$ cat config.mk
export PLATFORM = sky130hd
export DESIGN_NAME = inst_fetch_buf
export DESIGN_NICKNAME = d
export VERILOG_FILES = /design/src/rtl/inst_fetch_buf.sv
export SDC_FILE = /design/constraint.sdc
export NUM_CORES = 1
export LEC_CHECK = 0
export CAP_MARGIN = 0
export CORE_ASPECT_RATIO = 0.6
export CORE_MARGIN = 1
export CORE_UTILIZATION = 55
export CTS_CLUSTER_SIZE = 16
export DETAILED_ROUTE_END_ITERATION = 8
export GPL_ROUTABILITY_DRIVEN = 0
export PLACE_DENSITY = 0.87
export SLEW_MARGIN = 0
export SYNTH_ARGS = -nofsm -noshare
export SYNTH_HDL_FRONTEND = slang
export SYNTH_SLANG_ARGS = --single-unit
$ cat constraint.sdc
create_clock -name clk -period 10.25 [get_ports clk]
set_input_delay 2.05 -clock clk [delete_from_list [all_inputs] [get_ports clk]]
set_output_delay 2.05 -clock clk [all_outputs]
set_load 0.02 [all_outputs]
$ cat src/rtl/inst_fetch_buf.sv
// -----------------------------------------------------------------------------
// inst_fetch_buf
//   Instruction fetch buffer between the PC register and the ID stage. It
//   issues one outstanding instruction-memory request at a time, queues
//   responses in a 2-entry FIFO, and presents one instruction per cycle to
//   the ID stage through registered outputs. When it cannot take a new fetch
//   address it raises fetch_stall_req so the control unit freezes the PC.
//
//   Optional build macro:
//     IFB_BYPASS_EN - a response that arrives while the FIFO is empty and
//                     the ID side is free goes straight to id_pc/id_inst on
//                     the ack edge, cutting the minimum latency to 1 edge.
//
// Ports
//   clk             in   rising-edge clock
//   rst             in   synchronous, active-high reset
//   pc_i[31:0]      in   fetch address from the PC register
//   ce_i            in   PC register chip enable (0 = no fetch wanted)
//   stall[5:0]      in   pipeline stall vector; stall[1] holds the ID outputs
//   flush           in   discard all buffered and in-flight instructions
//   mem_req         out  instruction memory request, held until mem_ack
//   mem_addr[31:0]  out  request address, stable while mem_req=1
//   mem_ack         in   memory response strobe (data valid same cycle)
//   mem_rdata[31:0] in   instruction word
//   id_pc[31:0]     out  registered PC to ID
//   id_inst[31:0]   out  registered instruction to ID
//   id_valid        out  id_pc/id_inst hold a real instruction
//   fetch_stall_req out  combinational request to freeze the PC (stall[0])
// -----------------------------------------------------------------------------
module inst_fetch_buf (
  input  logic        clk,
  input  logic        rst,
  input  logic [31:0] pc_i,
  input  logic        ce_i,
  input  logic [5:0]  stall,
  input  logic        flush,
  output logic        mem_req,
  output logic [31:0] mem_addr,
  input  logic        mem_ack,
  input  logic [31:0] mem_rdata,
  output logic [31:0] id_pc,
  output logic [31:0] id_inst,
  output logic        id_valid,
  output logic        fetch_stall_req
);

  typedef enum logic [1:0] {
    S_IDLE = 2'd0,  // nothing outstanding
    S_WAIT = 2'd1,  // request outstanding, data wanted
    S_DROP = 2'd2   // request outstanding, data to be discarded
  } state_t;

  state_t state, state_next;

  // 2-entry FIFO of {pc, inst}
  logic [31:0] fifo_pc   [2];
  logic [31:0] fifo_inst [2];
  logic        rd_ptr;
  logic        wr_ptr;
  logic [1:0]  count;
  logic [1:0]  count_next;

  logic ack_wait;     // response for a live request this cycle
  logic id_advance;   // ID registers take a new value this edge
  logic bypass;       // response goes straight to the ID registers
  logic push;
  logic pop;
  logic free_after;   // no request left outstanding after this cycle
  logic accept;

  assign ack_wait   = (state == S_WAIT) && mem_ack;
  assign id_advance = ~flush & ~stall[1];

`ifdef IFB_BYPASS_EN
  assign bypass = ack_wait & id_advance & (count == 2'd0);
`else
  assign bypass = 1'b0;
`endif

  // A response that coincides with flush is in-flight data and is discarded.
  assign push = ack_wait & ~flush & ~bypass;
  assign pop  = id_advance & (count != 2'd0);

  assign count_next = count + {1'b0, push} - {1'b0, pop};

  // A new fetch is only taken if there is room for its eventual response
  // even if ID stays stalled: at most one entry may be occupied after this
  // cycle's push/pop.
  assign free_after = (state == S_IDLE) | ack_wait;
  assign accept     = ce_i & ~flush & free_after & (count_next <= 2'd1);

  assign fetch_stall_req = ce_i & ~flush & ~accept;

  // Request is live in both WAIT and DROP; DROP must still see its ack.
  assign mem_req = (state != S_IDLE);

  // ---------------------------------------------------------------------------
  // FSM
  // ---------------------------------------------------------------------------
  // NOTE: state and all other registers use non-blocking assignments so every
  // flop samples the pre-edge values computed by the combinational logic.
  always_ff @(posedge clk) begin
    if (rst) state <= S_IDLE;
    else     state <= state_next;
  end

  // NOTE: every always_comb output gets a default first so no path leaves it
  // unassigned and no latch is inferred.
  always_comb begin
    state_next = state;
    unique case (state)
      S_IDLE: begin
        if (accept) state_next = S_WAIT;
      end
      S_WAIT: begin
        if (mem_ack)    state_next = accept ? S_WAIT : S_IDLE;
        else if (flush) state_next = S_DROP;
      end
      S_DROP: begin
        if (mem_ack) state_next = S_IDLE;
      end
      default: state_next = S_IDLE;
    endcase
  end

  // ---------------------------------------------------------------------------
  // Request address, FIFO control and ID registers
  // ---------------------------------------------------------------------------
  always_ff @(posedge clk) begin
    if (rst) begin
      mem_addr <= '0;
      rd_ptr   <= 1'b0;
      wr_ptr   <= 1'b0;
      count    <= 2'd0;
      id_pc    <= '0;
      id_inst  <= '0;
      id_valid <= 1'b0;
    end else begin
      if (accept) mem_addr <= pc_i;

      if (flush) begin
        rd_ptr <= 1'b0;
        wr_ptr <= 1'b0;
        count  <= 2'd0;
      end else begin
        if (pop)  rd_ptr <= ~rd_ptr;
        if (push) wr_ptr <= ~wr_ptr;
        count <= count_next;
      end

      if (flush) begin
        id_inst  <= '0;
        id_valid <= 1'b0;
      end else if (id_advance) begin
        if (bypass) begin
          id_pc    <= mem_addr;
          id_inst  <= mem_rdata;
          id_valid <= 1'b1;
        end else if (pop) begin
          // Reads the pre-edge head, so a same-edge push into a full FIFO
          // lands after the pop.
          id_pc    <= fifo_pc[rd_ptr];
          id_inst  <= fifo_inst[rd_ptr];
          id_valid <= 1'b1;
        end else begin
          id_inst  <= '0;
          id_valid <= 1'b0;
        end
      end
    end
  end

  // NOTE: FIFO storage is not reset; count/pointers alone define which
  // entries are meaningful, so the data array can map to plain storage.
  always_ff @(posedge clk) begin
    if (push) begin
      fifo_pc[wr_ptr]   <= mem_addr;
      fifo_inst[wr_ptr] <= mem_rdata;
    end
  end

endmodule
==> reports/metrics.yaml <==
global_routing:
  antenna_found_initial: 0
  grt_max_degree: 99
  grtUsageTotal: 0.223
  overflow: 0
  grt_pass1_wl_microns: 27700
  grt_pass1_vias: 5374
routing:
  drtPass1Iterations: 4
  drt_iter0_markers: 377
  drc: 0
  via_per_inst: 5.42
  antenna_left: 0
  vias: 5213
  drt_wl_total_microns: 17500
  wl_per_cell_microns: 18.2
critical_path:
  end_kind: "primary output"
  critPathKind: "in -> out"
  arrival_ns: 5.27
  crit_chain: "clkdlybuf4s50_1, and4bb_2, xor2_1, ha_1, xor2_1, or4_4, and3_2, nor2_1, clkdlybuf4s50_1"
  cp_slowest_stage_delay_ns: 0.63
  path_delay_family: "simple AND/OR/NAND/NOR gates"
  critical_path_depth: 9
  cp-endpoint: "fetch_stall_req"
  critPathMaxFanout: 33
  r2r_start: "state[1]"
  r2r_slack_ns: 7.48
  startpoint_type: "primary input"
  r2r_cells: 7
  cp_slowest_cell: "clkdlybuf4s50_1"
  r2r_end: "mem_addr[27]"
  crit_start: "flush"
  cp_num_buf_inv: 2
  crit_required_ns: 8.20
sta:
  finalWorstSetupSlack_ns: 2.93
  max_slew_margin: 0.272
  slew_viol_final: 0
  hold_viol: 0
  fmax_ghz: 0.137
  finalSetupTns_ns: 0
  tightest_slew_ns: 1.09
  finalCritPeriodShare: 0.714
  setup_viol: 0
  min_period_ns: 7.32
  skew_ns: 0.0124
  holdWs_ns: 0.497
  rsz0062_at_grt: "no"
layout:
  layout-drive-gt1-share: 0.105
  insertedDiodeCount: 0
  area_growth_pct: 29.7
  fin_nets: 826
  final_util: 0.744
  stdcell_count: 962
cts:
  cts_tree: "done"
  clock_path_buffers: 3
  cts_root_buf: "clkbuf_16"
  cts-hold-fix-buffers: 0
  postCtsSetupRepairBufs: 0
  cts.clk_slew.worst_paths_ns: 0.07
  clk_latency_ns: 0.48
  cts_resized: 0
  cts_sinks: 232
  htree_levels: 1
  numCtsBuffers: 21
place:
  dp_hpwl_microns: 11000
  place_worst_setup_slack_ns: 2.91
  dp.cells: 925
  portBuffers: 168
power:
  p_sw_uw: 376
  power.share.combinational: 0.050
  power_frac_seq: 0.531
  switching_share: 0.200
  power_density_mw_per_mm2: 172
  clockPowerShare: 0.419
  leakage_nw: 3.53
  p_int_mw: 1.51
  vdd_drop_max_uv: 162
logic_synthesis:
  avgSynthCellArea_sq_um: 14.2
  synth.distinct_cells: 29
  synthCells: 594
  yosysWarnings: 0
  synth-seq-area-share: 0.702
  ys_ff_latch: 232
  yosys.area.top_type: "edfxtp_1"
  netlist.area_leader.share: 0.455
  synth_area_sq_mm: 0.00844
  synth_nets: 670
  yosys-top-cells-area: "edfxtp_1 (46%), dfxtp_1 (25%), mux2i_1 (7.6%)"
floorplanning:
  die_h_microns: 98.0
  rows: 34
  die-width_microns: 162
  die_area_sq_mm: 0.0159
  coreArea_sq_mm: 0.0147
  io_pins: 174
  start_util: 0.574
min_path:
  worstHoldStart: "mem_addr[25]"
  min_path_type: "reg -> reg"
  hold_path_depth: 0
outcome:
  status: "complete, no violations"
flow_run:
  drv_cap: 0
worst min-delay path by stage:
| stage | end | slack, ns |
|---|---|---|
| 6_report | fifo_pc[1][25] | 0.50 |
| 5_1_grt | id_pc[7] | 0.52 |
| 4_1_cts | fifo_pc[0][9] | 0.50 |
| 3_5_place_dp | fifo_pc[1][29] | 0.47 |
| 3_3_place_gp | fifo_pc[0][4] | 0.46 |
| 2_1_floorplan | state[0] | 0.46 |
cell usage after synthesis (all sizes together):
library cell	count
and2	1
mux2	33
xnor2	2
mux2i	64
nor2b	2
xor2	2
or4	1
nor2	72
clkbuf	32
edfxtp	128
a31oi	1
dfxtp	104
buf	9
a22oi	32
and4bb	1
a21oi	2
o31ai	1
or2	3
a211oi	32
inv	1
ha	1
nand2	1
nand2b	65
nor3	3
and3	1
kinds of logic (layout without fill, tap and decap cells):
group                    Yosys count  after routing  synth area share
AND/OR/NAND/NOR                  150            150            0.0904
AO/OA/AOI/OAI                     68             68            0.0597
flip-flops                       232            232             0.702
buffers and inverters             42            212            0.0225
adder cells (fa/ha/maj)            1              1           0.00148
XOR/XNOR                           4              4           0.00415
multiplexers                      97             97             0.120
registers in the layout, indices dropped and copies added, names as in the netlist, named ones only:
signal	count
fifo_inst	64
mem_addr	32
id_pc	32
count	2
wr_ptr	1
rd_ptr	1
id_valid	1
fifo_pc	64
id_inst	32
state	2
per-stage QoR:
step	area (sq um)	power, mW
floorplan	8440	1.06
CTS	10900	1.90
finish	10900	1.88
detailed placement	10200	1.12
global placement	10200	1.11
global route	10900	1.95
final cells by class:
cell class / count / area (sq um)
sequential: 232 / 5930
fill: 904 / 3770
multi-input combinational: 320 / 2340
timing repair buffer: 174 / 1720
clock buffer: 28 / 603
tap: 198 / 248
clock inverter: 9 / 101
inverter: 1 / 3.75
layer usage:
layer,global-route usage,wire (microns)
met5,0,0
met4,0.0530,296
met3,0.0433,1170
met2,0.367,8190
met1,0.307,7840
power groups by stage:
stage / sequential (mW) / combinational (mW) / clock, mW
6_report: 1.00 / 0.0941 / 0.789
5_1_grt: 1.00 / 0.0998 / 0.844
4_1_cts: 1.00 / 0.0945 / 0.801
3_5_place_dp: 1.02 / 0.0939 / 0
3_3_place_gp: 1.02 / 0.0907 / 0
2_1_floorplan: 1.03 / 0.0341 / 0
cell usage in the layout, fill, tap and decap left out, types with 2 or more instances in the layout:
cell type	synthesis	routed
clkdlybuf4s50_1	0	167
edfxtp_1	128	128
dfxtp_1	104	103
nor2_1	72	71
nand2b_1	65	65
mux2i_1	64	64
a211oi_1	32	32
a22oi_1	32	32
mux2_2	30	30
clkbuf_16	0	22
buf_4	0	6
clkinv_2	0	5
nor3_1	3	3
mux2_1	3	3
clkbuf_1	32	3
clkbuf_8	0	3
or2_2	2	2
xor2_1	2	2
xnor2_1	2	2
a21oi_1	2	2
bufinv_16	0	2
Power figures use the tool's default switching activity.
